$ cat src/rtl/frame_stack_ctrl_pkg.sv
// Shared widths, FSM encodings and address helper for the call-frame save/restore sequencer.
package frame_stack_ctrl_pkg;

  localparam int WORD_W      = 16;
  localparam int FRAME_WORDS = 16;
  localparam int FRAME_W     = WORD_W * FRAME_WORDS;
  localparam int ADDR_W      = 16;

  typedef enum logic [2:0] {
    ST_IDLE    = 3'd0,
    ST_SAVE    = 3'd1,
    ST_SDONE   = 3'd2,
    ST_LOAD    = 3'd3,
    ST_LWAIT   = 3'd4,
    ST_RESTORE = 3'd5
  } state_t;

  typedef enum logic [1:0] {
    SH_HOLD  = 2'd0,
    SH_LOAD  = 2'd1,
    SH_SHIFT = 2'd2
  } shift_op_t;

  // Word address of word `word` in frame `frame`; wraps modulo 2^16 by design.
  function automatic logic [ADDR_W-1:0] frame_addr(input logic [ADDR_W-1:0] base,
                                                   input logic [ADDR_W-1:0] frame,
                                                   input logic [3:0]        word);
    return base + (frame << 4) + {12'b0, word};
  endfunction

endpackage

$ cat src/rtl/frame_stack_ctrl_if.sv
// Data-memory port of the frame stack: one word per cycle, reads return one cycle later.
interface frame_stack_ctrl_if;
  import frame_stack_ctrl_pkg::*;

  logic [ADDR_W-1:0] memAddr;
  logic [WORD_W-1:0] memWdata;
  logic              memWe;
  logic              memRe;
  logic [WORD_W-1:0] memRdata;

  modport master (
    output memAddr, memWdata, memWe, memRe,
    input  memRdata
  );

  modport slave (
    input  memAddr, memWdata, memWe, memRe,
    output memRdata
  );

endinterface

$ cat src/rtl/frame_stack_ctrl_shifter.sv
// 256-bit frame shadow register: parallel load, or shift right one word inserting at the top.
module frame_shifter
  import frame_stack_ctrl_pkg::*;
(
  input  logic               clk,
  input  logic               reset,
  input  shift_op_t          op_i,
  input  logic [FRAME_W-1:0] load_i,
  input  logic [WORD_W-1:0]  ins_i,
  output logic [FRAME_W-1:0] q_o,
  output logic [FRAME_W-1:0] nxt_o
);

  logic [FRAME_W-1:0] shadow_q;
  logic [FRAME_W-1:0] shadow_d;

  always_comb begin
    shadow_d = shadow_q;
    case (op_i)
      SH_LOAD:  shadow_d = load_i;
      SH_SHIFT: shadow_d = {ins_i, shadow_q[FRAME_W-1:WORD_W]};
      default:  shadow_d = shadow_q;
    endcase
  end

  always_ff @(posedge clk) begin
    if (reset) begin
      shadow_q <= '0;
    end else begin
      shadow_q <= shadow_d;
    end
  end

  assign q_o   = shadow_q;
  assign nxt_o = shadow_d;

endmodule

$ cat src/rtl/frame_stack_ctrl.sv
// Call-frame sequencer: spills regs 0-15 to a memory frame stack on CALL, reloads them on RETURN.
// state    | meaning
// IDLE     | waiting for callReq/retReq
// SAVE     | writing 16 shadow words to the top free frame
// SDONE    | save finished, push depth
// LOAD     | issuing 16 reads of the top frame
// LWAIT    | capturing the last read word
// RESTORE  | present rebuilt frame to regfile, pop depth
module frame_stack_ctrl
  import frame_stack_ctrl_pkg::*;
#(
  parameter int               DEPTH      = 8,
  parameter logic [ADDR_W-1:0] STACK_BASE = 16'hF000,
  localparam int              DEPTH_W    = $clog2(DEPTH + 1)
) (
  input  logic                clk,
  input  logic                reset,
  input  logic                callReq_i,
  input  logic                retReq_i,
  input  logic [FRAME_W-1:0]  fcOut_i,
  output logic [FRAME_W-1:0]  fcIn_o,
  output logic                restore_o,
  frame_stack_ctrl_if.master  mem,
  output logic                busy_o,
  output logic                done_o,
  output logic                overflow_o,
  output logic                underflow_o,
  output logic [DEPTH_W-1:0]  depth_o
);

  state_t             state_q, state_d;
  logic [3:0]         cnt_q, cnt_d;
  logic [DEPTH_W-1:0] depth_q, depth_d;
  logic               re_q;
  logic               ovf_q, ovf_d;
  logic               unf_q, unf_d;
  logic [FRAME_W-1:0] fcIn_q, fcIn_d;

  shift_op_t          sh_op;
  logic [FRAME_W-1:0] sh_q;
  logic [FRAME_W-1:0] sh_nxt;

  logic               we_c, re_c, done_c, restore_c;
  logic [ADDR_W-1:0]  addr_c;
  logic [WORD_W-1:0]  wdata_c;
  logic               full, empty;

  assign full  = (depth_q == DEPTH_W'(DEPTH));
  assign empty = (depth_q == '0);

  frame_shifter u_shifter (
    .clk    (clk),
    .reset  (reset),
    .op_i   (sh_op),
    .load_i (fcOut_i),
    .ins_i  (mem.memRdata),
    .q_o    (sh_q),
    .nxt_o  (sh_nxt)
  );

  always_comb begin
    state_d   = state_q;
    cnt_d     = cnt_q;
    depth_d   = depth_q;
    ovf_d     = 1'b0;
    unf_d     = 1'b0;
    fcIn_d    = fcIn_q;
    // Read data arrives the cycle after each strobe, so capture follows re_q.
    sh_op     = re_q ? SH_SHIFT : SH_HOLD;
    we_c      = 1'b0;
    re_c      = 1'b0;
    addr_c    = '0;
    wdata_c   = '0;
    done_c    = 1'b0;
    restore_c = 1'b0;

    case (state_q)
      ST_IDLE: begin
        if (callReq_i) begin
          if (!full) begin
            state_d = ST_SAVE;
            cnt_d   = '0;
            sh_op   = SH_LOAD;
          end else begin
            ovf_d = 1'b1;
          end
        end else if (retReq_i) begin
          if (!empty) begin
            state_d = ST_LOAD;
            cnt_d   = '0;
          end else begin
            unf_d = 1'b1;
          end
        end
      end
      ST_SAVE: begin
        we_c    = 1'b1;
        addr_c  = frame_addr(STACK_BASE, ADDR_W'(depth_q), cnt_q);
        wdata_c = sh_q[WORD_W-1:0];
        sh_op   = SH_SHIFT;
        cnt_d   = cnt_q + 4'd1;
        if (cnt_q == 4'd15) state_d = ST_SDONE;
      end
      ST_SDONE: begin
        done_c  = 1'b1;
        depth_d = depth_q + DEPTH_W'(1);
        state_d = ST_IDLE;
      end
      ST_LOAD: begin
        re_c   = 1'b1;
        addr_c = frame_addr(STACK_BASE, ADDR_W'(depth_q) - 16'd1, cnt_q);
        cnt_d  = cnt_q + 4'd1;
        if (cnt_q == 4'd15) state_d = ST_LWAIT;
      end
      ST_LWAIT: begin
        fcIn_d  = sh_nxt;
        state_d = ST_RESTORE;
      end
      ST_RESTORE: begin
        restore_c = 1'b1;
        done_c    = 1'b1;
        depth_d   = depth_q - DEPTH_W'(1);
        state_d   = ST_IDLE;
      end
      default: state_d = ST_IDLE;
    endcase
  end

  always_ff @(posedge clk) begin
    if (reset) begin
      state_q <= ST_IDLE;
      cnt_q   <= '0;
      depth_q <= '0;
      re_q    <= 1'b0;
      ovf_q   <= 1'b0;
      unf_q   <= 1'b0;
      fcIn_q  <= '0;
    end else begin
      state_q <= state_d;
      cnt_q   <= cnt_d;
      depth_q <= depth_d;
      re_q    <= re_c;
      ovf_q   <= ovf_d;
      unf_q   <= unf_d;
      fcIn_q  <= fcIn_d;
    end
  end

  assign mem.memAddr  = addr_c;
  assign mem.memWdata = wdata_c;
  assign mem.memWe    = we_c;
  assign mem.memRe    = re_c;

  assign fcIn_o      = fcIn_q;
  assign restore_o   = restore_c;
  assign busy_o      = (state_q != ST_IDLE);
  assign done_o      = done_c;
  assign overflow_o  = ovf_q;
  assign underflow_o = unf_q;
  assign depth_o     = depth_q;

endmodule

$ cat src/flat_wrapper.sv
// flat-port wrapper written by rule: the top's interface ports become plain ports
module frame_stack_ctrl_flat import frame_stack_ctrl_pkg::*;
#(
  parameter int               DEPTH      = 8,
  parameter logic [ADDR_W-1:0] STACK_BASE = 16'hF000,
  localparam int              DEPTH_W    = $clog2(DEPTH + 1)
)
  (clk, reset, callReq_i, retReq_i, fcOut_i, fcIn_o, restore_o, busy_o, done_o, overflow_o, underflow_o, depth_o, mem_memAddr, mem_memWdata, mem_memWe, mem_memRe, mem_memRdata);
  frame_stack_ctrl_if mem_i ();
  input  logic clk;
  input  logic reset;
  input  logic callReq_i;
  input  logic retReq_i;
  input  logic [FRAME_W-1:0] fcOut_i;
  output logic [FRAME_W-1:0] fcIn_o;
  output logic restore_o;
  output logic busy_o;
  output logic done_o;
  output logic overflow_o;
  output logic underflow_o;
  output logic [DEPTH_W-1:0] depth_o;
  output wire logic [$bits(mem_i.memAddr)-1:0] mem_memAddr;
  output wire logic [$bits(mem_i.memWdata)-1:0] mem_memWdata;
  output wire logic [$bits(mem_i.memWe)-1:0] mem_memWe;
  output wire logic [$bits(mem_i.memRe)-1:0] mem_memRe;
  input wire logic [$bits(mem_i.memRdata)-1:0] mem_memRdata;
  assign mem_memAddr = mem_i.memAddr;
  assign mem_memWdata = mem_i.memWdata;
  assign mem_memWe = mem_i.memWe;
  assign mem_memRe = mem_i.memRe;
  assign mem_i.memRdata = mem_memRdata;
  frame_stack_ctrl #(.DEPTH(DEPTH), .STACK_BASE(STACK_BASE)) u_core (.clk(clk), .reset(reset), .callReq_i(callReq_i), .retReq_i(retReq_i), .fcOut_i(fcOut_i), .fcIn_o(fcIn_o), .restore_o(restore_o), .mem(mem_i), .busy_o(busy_o), .done_o(done_o), .overflow_o(overflow_o), .underflow_o(underflow_o), .depth_o(depth_o));
endmodule
$ cat config.mk
export PLATFORM = sky130hd
export DESIGN_NAME = frame_stack_ctrl_flat
export DESIGN_NICKNAME = d
export VERILOG_FILES = /design/src/rtl/frame_stack_ctrl_pkg.sv /design/src/rtl/frame_stack_ctrl_if.sv /design/src/rtl/frame_stack_ctrl_shifter.sv /design/src/rtl/frame_stack_ctrl.sv /design/src/flat_wrapper.sv
export SDC_FILE = /design/constraint.sdc
export NUM_CORES = 1
export LEC_CHECK = 0
export BUFFER_PORTS_ARGS = -buffer_cell sky130_fd_sc_hd__clkbuf_2
export CAP_MARGIN = 20
export CELL_PAD_IN_SITES_DETAIL_PLACEMENT = 1
export CELL_PAD_IN_SITES_GLOBAL_PLACEMENT = 1
export CORE_AREA = 2 2 225 227
export CTS_BUF_LIST = sky130_fd_sc_hd__clkbuf_4
export DETAILED_ROUTE_END_ITERATION = 12
export DIE_AREA = 0 0 227 229
export GPL_ROUTABILITY_DRIVEN = 1
export PLACE_DENSITY_LB_ADDON = 0.1
export SYNTH_ARGS = -nofsm -noshare
export SYNTH_HDL_FRONTEND = slang
export SYNTH_SLANG_ARGS = --single-unit
$ cat constraint.sdc
create_clock -name clk -period 6.5 [get_ports clk]
set_input_delay 1.95 -clock clk [delete_from_list [all_inputs] [get_ports clk]]
set_output_delay 1.95 -clock clk [all_outputs]
set_load 0.005 [all_outputs]
==> results.ini <==
[place]
dpl.cell_count=3450
port_buffers=574
dpl.hpwl_mm=53.7
place_area_um2=22700
place_congestion=0.895

[grt]
antenna_found_initial=18
grt_pass1_vias=20200
grt_pass1_wl_mm=116
grt_usage_pct=29.3
overflow=0
grt_max_degree=168

[timing]
timing.final.crit_share_pct=74.5
final_max_slew_viol_count=0
slew_headroom_pct=27.0
hold_violations=0
final.setup.tns_ns=0
finalCriticalPeriod_ns=4.84
worst_slew_pin_slew_ns=1.10
max_freq_mhz=207
rsz0062_at_grt=false
skew_ns=0.0579
setup_violations=0

[detailed_routing]
drc_errors=0
avgRoutedWirePerCell_um=20.9
first_pass_iters=5
routed-via-count=19700
viasPerCell=5.30
drt-total-wl_mm=77.5
ant_nets=0
drt_first_iter_violations=1139

[clock_network]
cts_setup_buffers=0
insertion_delay_ns=0.96
ctsHtreeMaxLevel=4
cts_sinks=526
cts_buffers=146
cts_buffer_depth=3
clock-root-buffer=clkbuf_4
hold_buffers=0
cts_resized=0
clkTransAtPathRegs_ns=0.06
cts_tree=yes

[synth]
synth_top_area_cell=dfxtp_1
synth_xor_area_share_pct=0.269
yosys.area_share.adder_pct=0.487
yosys_warnings=0
synth-edff-count=0
synth_mux_area_share_pct=0.115
synth_top_family_by_area=compound AO/OA/AOI/OAI gates
synth_seq_cells=526
synthArstFlopShare_pct=0
synth.most_common_cell=dfxtp_1
synth_flop_cell=dfxtp_1
synth_area_leaders=dfxtp_1 (54%), nor2_1 (10%), a22oi_1 (9.9%), a21oi_1 (6.8%), o21ai_1 (6.6%)
synthTopCellsByCount=dfxtp_1 (526), nor2_1 (524), nand2_1 (266), a21oi_1 (265), o21ai_1 (259)
netlist_area_um2=19500
synth_compound_area_share_pct=23.8
synthesis.nets=2669
synth-simple-area-share_pct=16.6
synthDistinctLibCells=40
syn_avg_cell_area_um2=8.18
syn_inst=2386
synth_top_area_share_pct=54.0
synth-seq-area-share_pct=54.0

[floorplan]
dieWidth_um=227
die_h_um=229
die-area_um2=52000
io_pins=575
rows=82
initial_core_util_pct=39.3
core_um2=49700

[setup_path]
reg2reg_from=u_core.state_q[2]
path_max_fanout=18
cp.required_ns=4.55
startpoint=u_core.state_q[2]
critPathKind=flop to output pin
cp_data_arrival_time_ns=2.89
rrSetupSlack_ns=2.82
crit_path_end_kind=output pin
start_kind=flop

[layout]
syn2layout_area_growth_pct=26.1
layout-drive-gt1-share_pct=28.0
layoutNonFillerInstCount=3710
design_area_um2=24600
nets=3209

[run]
max-cap-violations=0

[hold_path]
hp-class=flop to flop
min_from=u_core.fcIn_o[43]

[pwr]
p_per_area_nw_per_um2=329
peakVddDrop_mv=0.187
leakage_uw=0.0103

[outcome]
status=finished, final reports clean

## critical path, cell delays in order (launching register included)
cell      delay [ns]
dfxtp_1         0.48
nand2b_1        0.39
nor2_2          0.68
and2_1          0.27
clkbuf_2        0.13
## cell usage in the layout, fill, tap and decap left out, drive strengths merged, types with 2 or more instances in the layout
master and count:
nand3 3, bufinv 2, a211oi 4, a22oi 256
nor4 2, diode 9, clkinvlp 2, clkbuf 794
nand2 266, dfxtp 526, a21oi 266, mux2 2
or3b 4, ha 6, a31oi 3, and2 20
o21ai 261, nor2 525, xnor2 4, inv 15
buf 28, nand2b 2, clkinv 21, or3 2
xor2 2, nor3 2
## metal layers
| layer | track usage [%] | part of all wire, % | vias up |
|---|---|---|---|
| met1 | 34.6 | 41 | 9532 |
| met3 | 10.5 | 8.2 | 143 |
| met2 | 48.1 | 48 | 641 |
| met5 | 0 | 0.15 | - |
| met4 | 12.0 | 3.1 | 18 |
| li1 | - | - | 9347 |
## path summary, 6_finish.rpt
check	depth (start not counted)	endpoint
hold reg to reg	2	u_core.fcIn_o[43]
setup / recovery	4	mem_memWdata[1]
hold / removal	2	u_core.fcIn_o[43]
setup reg to reg	11	u_core.fcIn_o[9]
## where the power goes
part	internal (uW)	switching, uW
Clock	1610	1410
Combinational	466	1080
Sequential	3390	127
## layout make-up
class	count	area, um^2
Antenna cell	9	22.5
Sequential cell	526	10500
Clock inverter	31	180
Clock buffer	220	1650
Multi-Input combinational cell	1641	8090
Tap cell	672	841
Timing Repair Buffer	602	3240
Fill cell	6326	25100
Inverter	9	33.8
## through the flow
stage / setup WS (ns) / total power, uW / utilization (%) / hold WS [ns]
2_1_floorplan: 2.77 / 4580 / - / 0.446
3_3_place_gp: 2.10 / 5080 / 45.8 / 0.437
3_5_place_dp: 2.03 / 5120 / 45.8 / 0.442
4_1_cts: 1.55 / 8170 / 49.5 / 0.451
5_1_grt: 1.44 / 8530 / 49.5 / 0.464
6_report: 1.66 / 8090 / 49.5 / 0.446
## registers in the layout, indices dropped and copies added, names as in the netlist
signal and cells:
u_core.u_shifter.q_o 256, u_core.re_q 1, u_core.underflow_o 1, u_core.overflow_o 1, u_core.state_q 3, u_core.fcIn_o 256
u_core.cnt_q 4, u_core.depth_o 4
## kinds of logic after synthesis
| kind of cell | count (synthesis) |
|---|---|
| AOI/OAI and AO/OA | 793 |
| xor gates and xnor gates | 6 |
| adders and majority gates | 7 |
| buffers and inverters | 219 |
| DFF | 526 |
| muxes | 2 |
| and+or+nand+nor | 833 |
Power figures use the tool's default switching activity.
